--- src/rtl/vend_dispense_scheduler.sv ---
// vend_dispense_scheduler: round-robin two-panel arbiter sequencing stock check, product motor and change-coin ejection
// Ports: clk/rst (async active-high); req/sel/chg per panel in, gnt/done/rej per panel out (1-cycle pulses);
//        motor_en/motor_sel out with motor_done in; coin_pulse out with coin_ack in; restock in;
//        stock_empty[i] out when product i is sold out; fault out, sticky until rst.
module vend_dispense_scheduler #(
  parameter int NPROD      = 4,
  parameter int STOCK_W    = 4,
  parameter int STOCK_INIT = 8,
  parameter int CHG_W      = 3,
  parameter int TIMEOUT    = 15
) (
  input  logic             clk,
  input  logic             rst,
  input  logic             req_a,
  input  logic [1:0]       sel_a,
  input  logic [CHG_W-1:0] chg_a,
  input  logic             req_b,
  input  logic [1:0]       sel_b,
  input  logic [CHG_W-1:0] chg_b,
  output logic             gnt_a,
  output logic             gnt_b,
  output logic             done_a,
  output logic             done_b,
  output logic             rej_a,
  output logic             rej_b,
  output logic             motor_en,
  output logic [1:0]       motor_sel,
  input  logic             motor_done,
  output logic             coin_pulse,
  input  logic             coin_ack,
  input  logic             restock,
  output logic [NPROD-1:0] stock_empty,
  output logic             fault
);
  localparam int CW = $clog2(TIMEOUT + 1);
  typedef enum logic [2:0] {IDLE, CHECK, MOTOR, CHANGE, COIN_WAIT, DONE, FAULT} state_t;
  state_t state, state_n;
  logic own, own_n, ptr, ptr_n, g, d, r, mot_n, coin_n;
  logic [1:0] sel, sel_n;
  logic [CHG_W-1:0] rem, rem_n;
  logic [CW-1:0] cnt, cnt_n;
  logic [STOCK_W-1:0] stock [NPROD];
  logic [STOCK_W-1:0] stock_n [NPROD];
  always_comb begin
    state_n = state;
    own_n   = own;
    ptr_n   = ptr;
    sel_n   = sel;
    rem_n   = rem;
    cnt_n   = cnt;
    stock_n = stock;
    g       = 1'b0;
    d       = 1'b0;
    r       = 1'b0;
    mot_n   = 1'b0;
    coin_n  = 1'b0;
    case (state)
      IDLE:
        if (restock) begin
          for (int i = 0; i < NPROD; i++) stock_n[i] = STOCK_W'(STOCK_INIT);
        end else if ((req_a | req_b) && !(rej_a | rej_b)) begin
          // A panel still sees its own rej pulse this cycle; don't re-grant its stale request.
          own_n   = (req_a & req_b) ? ptr : req_b;
          sel_n   = own_n ? sel_b : sel_a;
          rem_n   = own_n ? chg_b : chg_a;
          state_n = CHECK;
          g       = 1'b1;
        end
      CHECK:
        if (stock[sel] == '0) begin
          state_n = IDLE;
          r       = 1'b1;
          ptr_n   = ~own;
        end else begin
          state_n = MOTOR;
          cnt_n   = '0;
          mot_n   = 1'b1;
        end
      MOTOR:
        if (motor_done) begin
          state_n      = CHANGE;
          stock_n[sel] = (stock[sel] != '0) ? stock[sel] - 1'b1 : '0;
        end else if (cnt == CW'(TIMEOUT - 1)) begin
          state_n = FAULT;
        end else begin
          cnt_n = cnt + 1'b1;
          mot_n = 1'b1;
        end
      CHANGE:
        if (rem == '0) begin
          state_n = DONE;
          d       = 1'b1;
        end else begin
          state_n = COIN_WAIT;
          coin_n  = 1'b1;
          cnt_n   = '0;
        end
      COIN_WAIT:
        if (coin_ack) begin
          rem_n   = rem - 1'b1;
          state_n = CHANGE;
        end else if (cnt == CW'(TIMEOUT - 1)) begin
          state_n = FAULT;
        end else begin
          cnt_n = cnt + 1'b1;
        end
      DONE: begin
        state_n = IDLE;
        ptr_n   = ~own;
      end
      FAULT: state_n = FAULT;
      default: state_n = IDLE;
    endcase
  end
  always_ff @(posedge clk or posedge rst)
    if (rst) begin
      state       <= IDLE;
      own         <= 1'b0;
      ptr         <= 1'b0;
      sel         <= '0;
      rem         <= '0;
      cnt         <= '0;
      for (int i = 0; i < NPROD; i++) stock[i] <= STOCK_W'(STOCK_INIT);
      gnt_a       <= 1'b0;
      gnt_b       <= 1'b0;
      done_a      <= 1'b0;
      done_b      <= 1'b0;
      rej_a       <= 1'b0;
      rej_b       <= 1'b0;
      motor_en    <= 1'b0;
      motor_sel   <= '0;
      coin_pulse  <= 1'b0;
      fault       <= 1'b0;
      stock_empty <= '0;
    end else begin
      state      <= state_n;
      own        <= own_n;
      ptr        <= ptr_n;
      sel        <= sel_n;
      rem        <= rem_n;
      cnt        <= cnt_n;
      stock      <= stock_n;
      gnt_a      <= g & ~own_n;
      gnt_b      <= g & own_n;
      done_a     <= d & ~own;
      done_b     <= d & own;
      rej_a      <= r & ~own;
      rej_b      <= r & own;
      motor_en   <= mot_n;
      motor_sel  <= sel_n;
      coin_pulse <= coin_n;
      fault      <= state_n == FAULT;
      for (int i = 0; i < NPROD; i++) stock_empty[i] <= stock_n[i] == '0;
    end
endmodule

--- config.mk ---
export PLATFORM = sky130hd
export DESIGN_NAME = vend_dispense_scheduler
export DESIGN_NICKNAME = d
export VERILOG_FILES = /design/src/rtl/vend_dispense_scheduler.sv
export SDC_FILE = /design/constraint.sdc
export NUM_CORES = 1
export LEC_CHECK = 0
export ABC_AREA = 1
export CAP_MARGIN = 10
export CELL_PAD_IN_SITES_DETAIL_PLACEMENT = 1
export CELL_PAD_IN_SITES_GLOBAL_PLACEMENT = 2
export CORE_ASPECT_RATIO = 0.5
export CORE_UTILIZATION = 32
export CTS_BUF_LIST = sky130_fd_sc_hd__clkbuf_16
export DETAILED_ROUTE_END_ITERATION = 12
export PLACE_DENSITY = 0.86
export SKIP_CTS_REPAIR_TIMING = 1
export SLEW_MARGIN = 20
export SYNTH_ARGS = -nofsm -noshare
export SYNTH_HDL_FRONTEND = slang
export SYNTH_SLANG_ARGS = --single-unit
--- constraint.sdc ---
create_clock -name clk -period 1.9 [get_ports clk]
set_input_delay 0.285 -clock clk [delete_from_list [all_inputs] [get_ports clk]]
set_output_delay 0.285 -clock clk [all_outputs]
set_load 0.03 [all_outputs]
## Word level (Yosys, flattened, before mapping)

Index checks and enable logic that the tools add are counted.
Widths: inputs -> output; s select.

| operators by class | value |
|---|---|
| $add $sub $neg | 3 |
| magnitude comparators | 2 |
| equality and inequality tests | 16 |
| mux-type cells | 49 |
| bitwise operators | 13 |
| reduce and logical (&&, ||, !) cells | 18 |

Operators with widths:

| kind | count |
|---|---|
| $mux 4 | 9 |
| $mux 16 | 2 |
| $pmux 16 s2 | 1 |
| $mux 3 | 9 |
| $logic_not 4->1 | 5 |
| $mux 1 | 18 |
| $pmux 3 s6 | 1 |
| $bwmux 16 | 1 |
| $ne 2x2->1 const B | 8 |
| $pmux 4 s4 | 1 |
| $eq 3x3->1 const B | 4 |
| $bmux 4 s2 | 1 |
| $demux 4 s2 | 1 |
| $reduce_bool 4->1 | 2 |
| $and 1x1->1 | 7 |
| $eq 3x2->1 const B | 2 |
| $logic_not 3->1 | 2 |
| $pmux 3 s2 | 1 |
| $reduce_and 5->1 | 1 |
| $add 4x1->4 const B | 1 |
| $eq 4x4->1 const B | 1 |
| $mux 2 | 2 |
| $pmux 1 s2 | 2 |
| $reduce_and 4->1 | 1 |
| 13 further kinds | 18 |

| word-level totals | value |
|---|---|
| flip-flop bits (word level) | 43 |
| word-level logic and storage cells | 121 |

## Logic depth before layout (Yosys ltp)

| depth | value |
|---|---|
| word-level depth | 10 |
| gate-level depth with buffers | 14 |
| depth with buffers taken out | 14 |

## Worst setup path after synthesis

Ideal clock, no wire load.

| timing path | value |
|---|---|
| path type | register to register |
| start | register sel[0] |
| end | register fault |
| setup time | 0.120 ns |
| data arrival time | 1.777 ns |
| required time | 1.780 ns |
| path slack | 0.004 ns |
| cell stages (with the launch flop) | 11 |
| path buffers | 2 |
| cells stage by stage | dfrtp_1 > buf_6 > nand3_1 > nand2_1 > nor2_2 > ha_1 > nand3_4 > buf_6 > nand2_1 > nand3_2 > and3b_1 |

| between the ends | value |
|---|---|
| word-level cells in the longest chain between the ends | 8 |

RTL lines:

| element | line | source |
|---|---|---|
| start: declaration | 39 | `logic [1:0] sel, sel_n;` |
| start signal: assignment | 139 | `sel <= sel_n;` |
| $not 2->3 (implied by the code) | 70 | `if (stock[sel] == '0) begin` |
| $bmux 4 s2 | 70 |  |
| $mux 4 (implied by the code) (2 in a row) | 70 |  |
| $logic_not 4->1 | 70 |  |
| $mux 2 | 70 |  |
| $pmux 3 s6 | 57 | `case (state)` |
| named net state_n[1] | 37 | `state_t state, state_n;` |
| $eq 3x3->1 | 152 | `fault <= state_n == FAULT;` |
| end signal: assignment | 133 | `fault <= 1'b0;` |
| end signal: assignment | 152 |  |
| end: declaration | 33 | `output logic fault` |

The timed path passes the listed nets, and every way through them passes these cells. The select of a mux whose other input is x is not followed.
A chain may end at the register's enable or synchronous reset.

==> impl_metrics.json <==
{
  "cp_common_cell": "nand2_2",
  "yosysSeqAreaShare_pct": 43.50,
  "finalCriticalPeriod_ns": 1.950,
  "fin_crit_sh_pct": 102.6,
  "max_stage_delay_ns": 0.48,
  "insertion_delay_ns": 0.29,
  "hpwlAfterDp_um": 5558,
  "rows": 22,
  "grt_pass1_wl_um": 12400,
  "diodes": 0,
  "ys_ff_latch": 43,
  "fmax_mhz": 512.9,
  "rsz0062_at_grt": "yes",
  "antenna_found_initial": 0,
  "final_util_pct": 47.05,
  "dieArea_um2": 8143,
  "synth_warnings": 0,
  "htreeDepth": 2,
  "numCtsBuffers": 5,
  "drive_gt1_share_pct": 30.89,
  "maxCapViolations": 0,
  "fp.dieH_um": 64.31,
  "worst_setup_path_start_kind": "flop",
  "synth_top_area_share_pct": 39.27,
  "vdd_drop_max_uv": 317.4,
  "fillers": 891,
  "routedWlPerCell_um": 15.75,
  "setup_slack_ns": -0.04980,
  "ant_nets": 0,
  "crit_path_top_delay_cell": "dfrtp_2",
  "synth_fp_nets": 338,
  "place_congestion": 0.8093,
  "cts_sinks": 43,
  "path_cells": "buf_6 > nand3_2 > nand2_2 > nor2_4 > ha_4 > inv_2 > nand2_1 > nand2_2 > nor2_4 > nand3_2 > nand2_2 > inv_2 > nand2_2 > nor2_1",
  "power_density_nw_per_um2": 603.6,
  "stdcell_count": 478,
  "mappedNetlistArea_um2": 2485,
  "grt_usage_pct": 20.00,
  "start_util_pct": 33.43,
  "die_w_um": 126.6,
  "final_common_cell": "nand2_1",
  "grt_max_degree": 44,
  "cts_tree": "yes",
  "nets": 404,
  "drt_iter0_drc": 70,
  "hold_viol_final": 0,
  "slew-limit-headroom_pct": 72.87,
  "worst_clock_skew_ns": 0.005770,
  "drt_drc_violations_left": 0,
  "tightest_slew_ns": 0.4054,
  "grt.met2_usage_pct": 33.70,
  "pin_count": 32,
  "layout_common_cells": "68 x nand2_1, 40 x nor2_1, 37 x dfrtp_1, 30 x clkdlybuf4s50_1, 29 x inv_1",
  "setup_violations": 4,
  "clockRootBuffer": "clkbuf_16",
  "hold_class": "in -> async",
  "p_leak_nw": 1.643,
  "violations": "negative setup slack",
  "outcome": "finished with violations",
  "core_region_area_um2": 7432,
  "postRouteWirelength_um": 7530,
  "num_vias": 2294,
  "crit_arrival_ns": 2.13,
  "yosys.area.top_type": "dfrtp_1",
  "syn2layout_area_growth_pct": 40.73,
  "synth_area_per_cell_um2": 7.889,
  "final-max-slew-violation-count": 0,
  "crit_required_ns": 2.08,
  "top_usage_layer": "met2",
  "yosys-top-cells-area": "dfrtp_1 39%, nand2_1 12%, nor2_1 6.3%",
  "viasPerCell": 4.799,
  "synth.lib_cells_used.distinct": 31,
  "finalPower_w": 0.002111,
  "use_met3_pct": 3.853,
  "grt_pass1_vias": 2498,
  "worstPathMaxFanout": 6,
  "first_pass_iters": 4,
  "syn_inst": 315,
  "crit_path_end_kind": "flop",
  "path_class": "reg -> reg",
  "clock_path_buffers": 2,
  "portBuffers": 31,
  "dpl_cell_area_um2": 3072,
  "clk_pin_slew_ns": 0.06,
  "gr-usage-met1_pct": 25.93,
  "overflow": 0,
  "design_area_um2": 3497,
  "place_inst": 461
}
-- state kept, by name (all words and copies together) (netlist names), 2 cells and up --
| name | flops |
|---|---|
| cnt | 4 |
| rem | 3 |
| sel | 2 |
| state | 3 |
| stock | 16 |
| stock_empty | 4 |
-- stage by stage --
| stage | setup TNS, ns | hold WS (ns) | setup slack, ns |
|---|---|---|---|
| 2_1_floorplan | 0 | 0.3824 | 0.003710 |
| 3_3_place_gp | -0.8347 | 0.4710 | -0.1117 |
| 3_5_place_dp | -2.042 | 0.4774 | -0.2147 |
| 4_1_cts | -3.153 | 0.4014 | -0.2692 |
| 5_1_grt | -0.9502 | 0.4350 | -0.1171 |
| 6_report | -0.09091 | 0.3876 | -0.04980 |
-- cells by family after synthesis --
group / count (synthesis) / share of synthesized area (%)
compound gates: 35 / 8.308
xor+xnor: 3 / 1.058
fa+ha+maj: 6 / 3.021
buf+inv: 41 / 7.100
flops: 43 / 43.50
simple gates: 187 / 37.01
-- worst max-delay path, delay by kind of cell, from the launching register on --
family / cells / cell delay [ns]
simple gates: 10 / 0.96
flops: 1 / 0.48
buf+inv: 3 / 0.23
fa+ha+maj: 1 / 0.16
-- area by class of cell --
class	instances	area (um2)	share of cell area, %
multi-input combinational	232	1391	39.79
clock inverter	3	63.81	1.825
sequential	43	1084	30.98
timing repair buffer	61	570.5	16.31
clock buffer	5	125.1	3.578
inverter	38	142.6	4.079
tap	96	120.1	3.435
-- Yosys cell counts --
cell and n:
xor2_1 2, nor2_8 1, xnor2_1 1, a21oi_2 1
ha_1 6, dfrtp_1 39, nor3_1 3, buf_6 3
nor2_2 7, o21ai_1 6, dfstp_2 4, o21a_1 3
a31oi_1 1, inv_2 8, nand2_1 79, o31ai_1 2
o211ai_1 3, o22ai_1 2, nand3_2 8, nand2_2 11
nor2_4 1, and3b_1 1, nor2_1 42, o311ai_0 1
or2_2 3, inv_1 30, o21ai_0 12, nand2_4 3
a21oi_1 4, nand3_1 26, nand3_4 2
-- path summary, 6_finish.rpt --
path | startpoint | to | slack, ns | depth (start not counted)
setup / recovery | sel[0] | stock_empty[1] | -0.05 | 14
hold / removal | rst | sel[0] | 0.39 | 3
setup reg to reg | sel[0] | stock_empty[1] | -0.05 | 14
hold reg to reg | ptr | ptr | 0.50 | 2
max in group asynchronous | rst | stock[15] | 1.24 | 3
min in group clk | ptr | ptr | 0.50 | 2
-- metal layers --
| metal | part of all wire [%] | routed length [um] |
|---|---|---|
| met5 | 0 | 0 |
| met4 | 1.2 | 91 |
| met3 | 1.7 | 130 |
| met2 | 49 | 3699 |
| met1 | 48 | 3608 |
-- where the power goes --
group | total [W] | leakage [nW] | internal, W | switching, W
Clock | 0.00111 | 0.0952 | 0.000749 | 0.000366
Sequential | 0.000916 | 0.554 | 0.000916 | 0
Combinational | 0.0000798 | 0.994 | 0.0000409 | 0.0000389
Power figures use the tool's default switching activity.
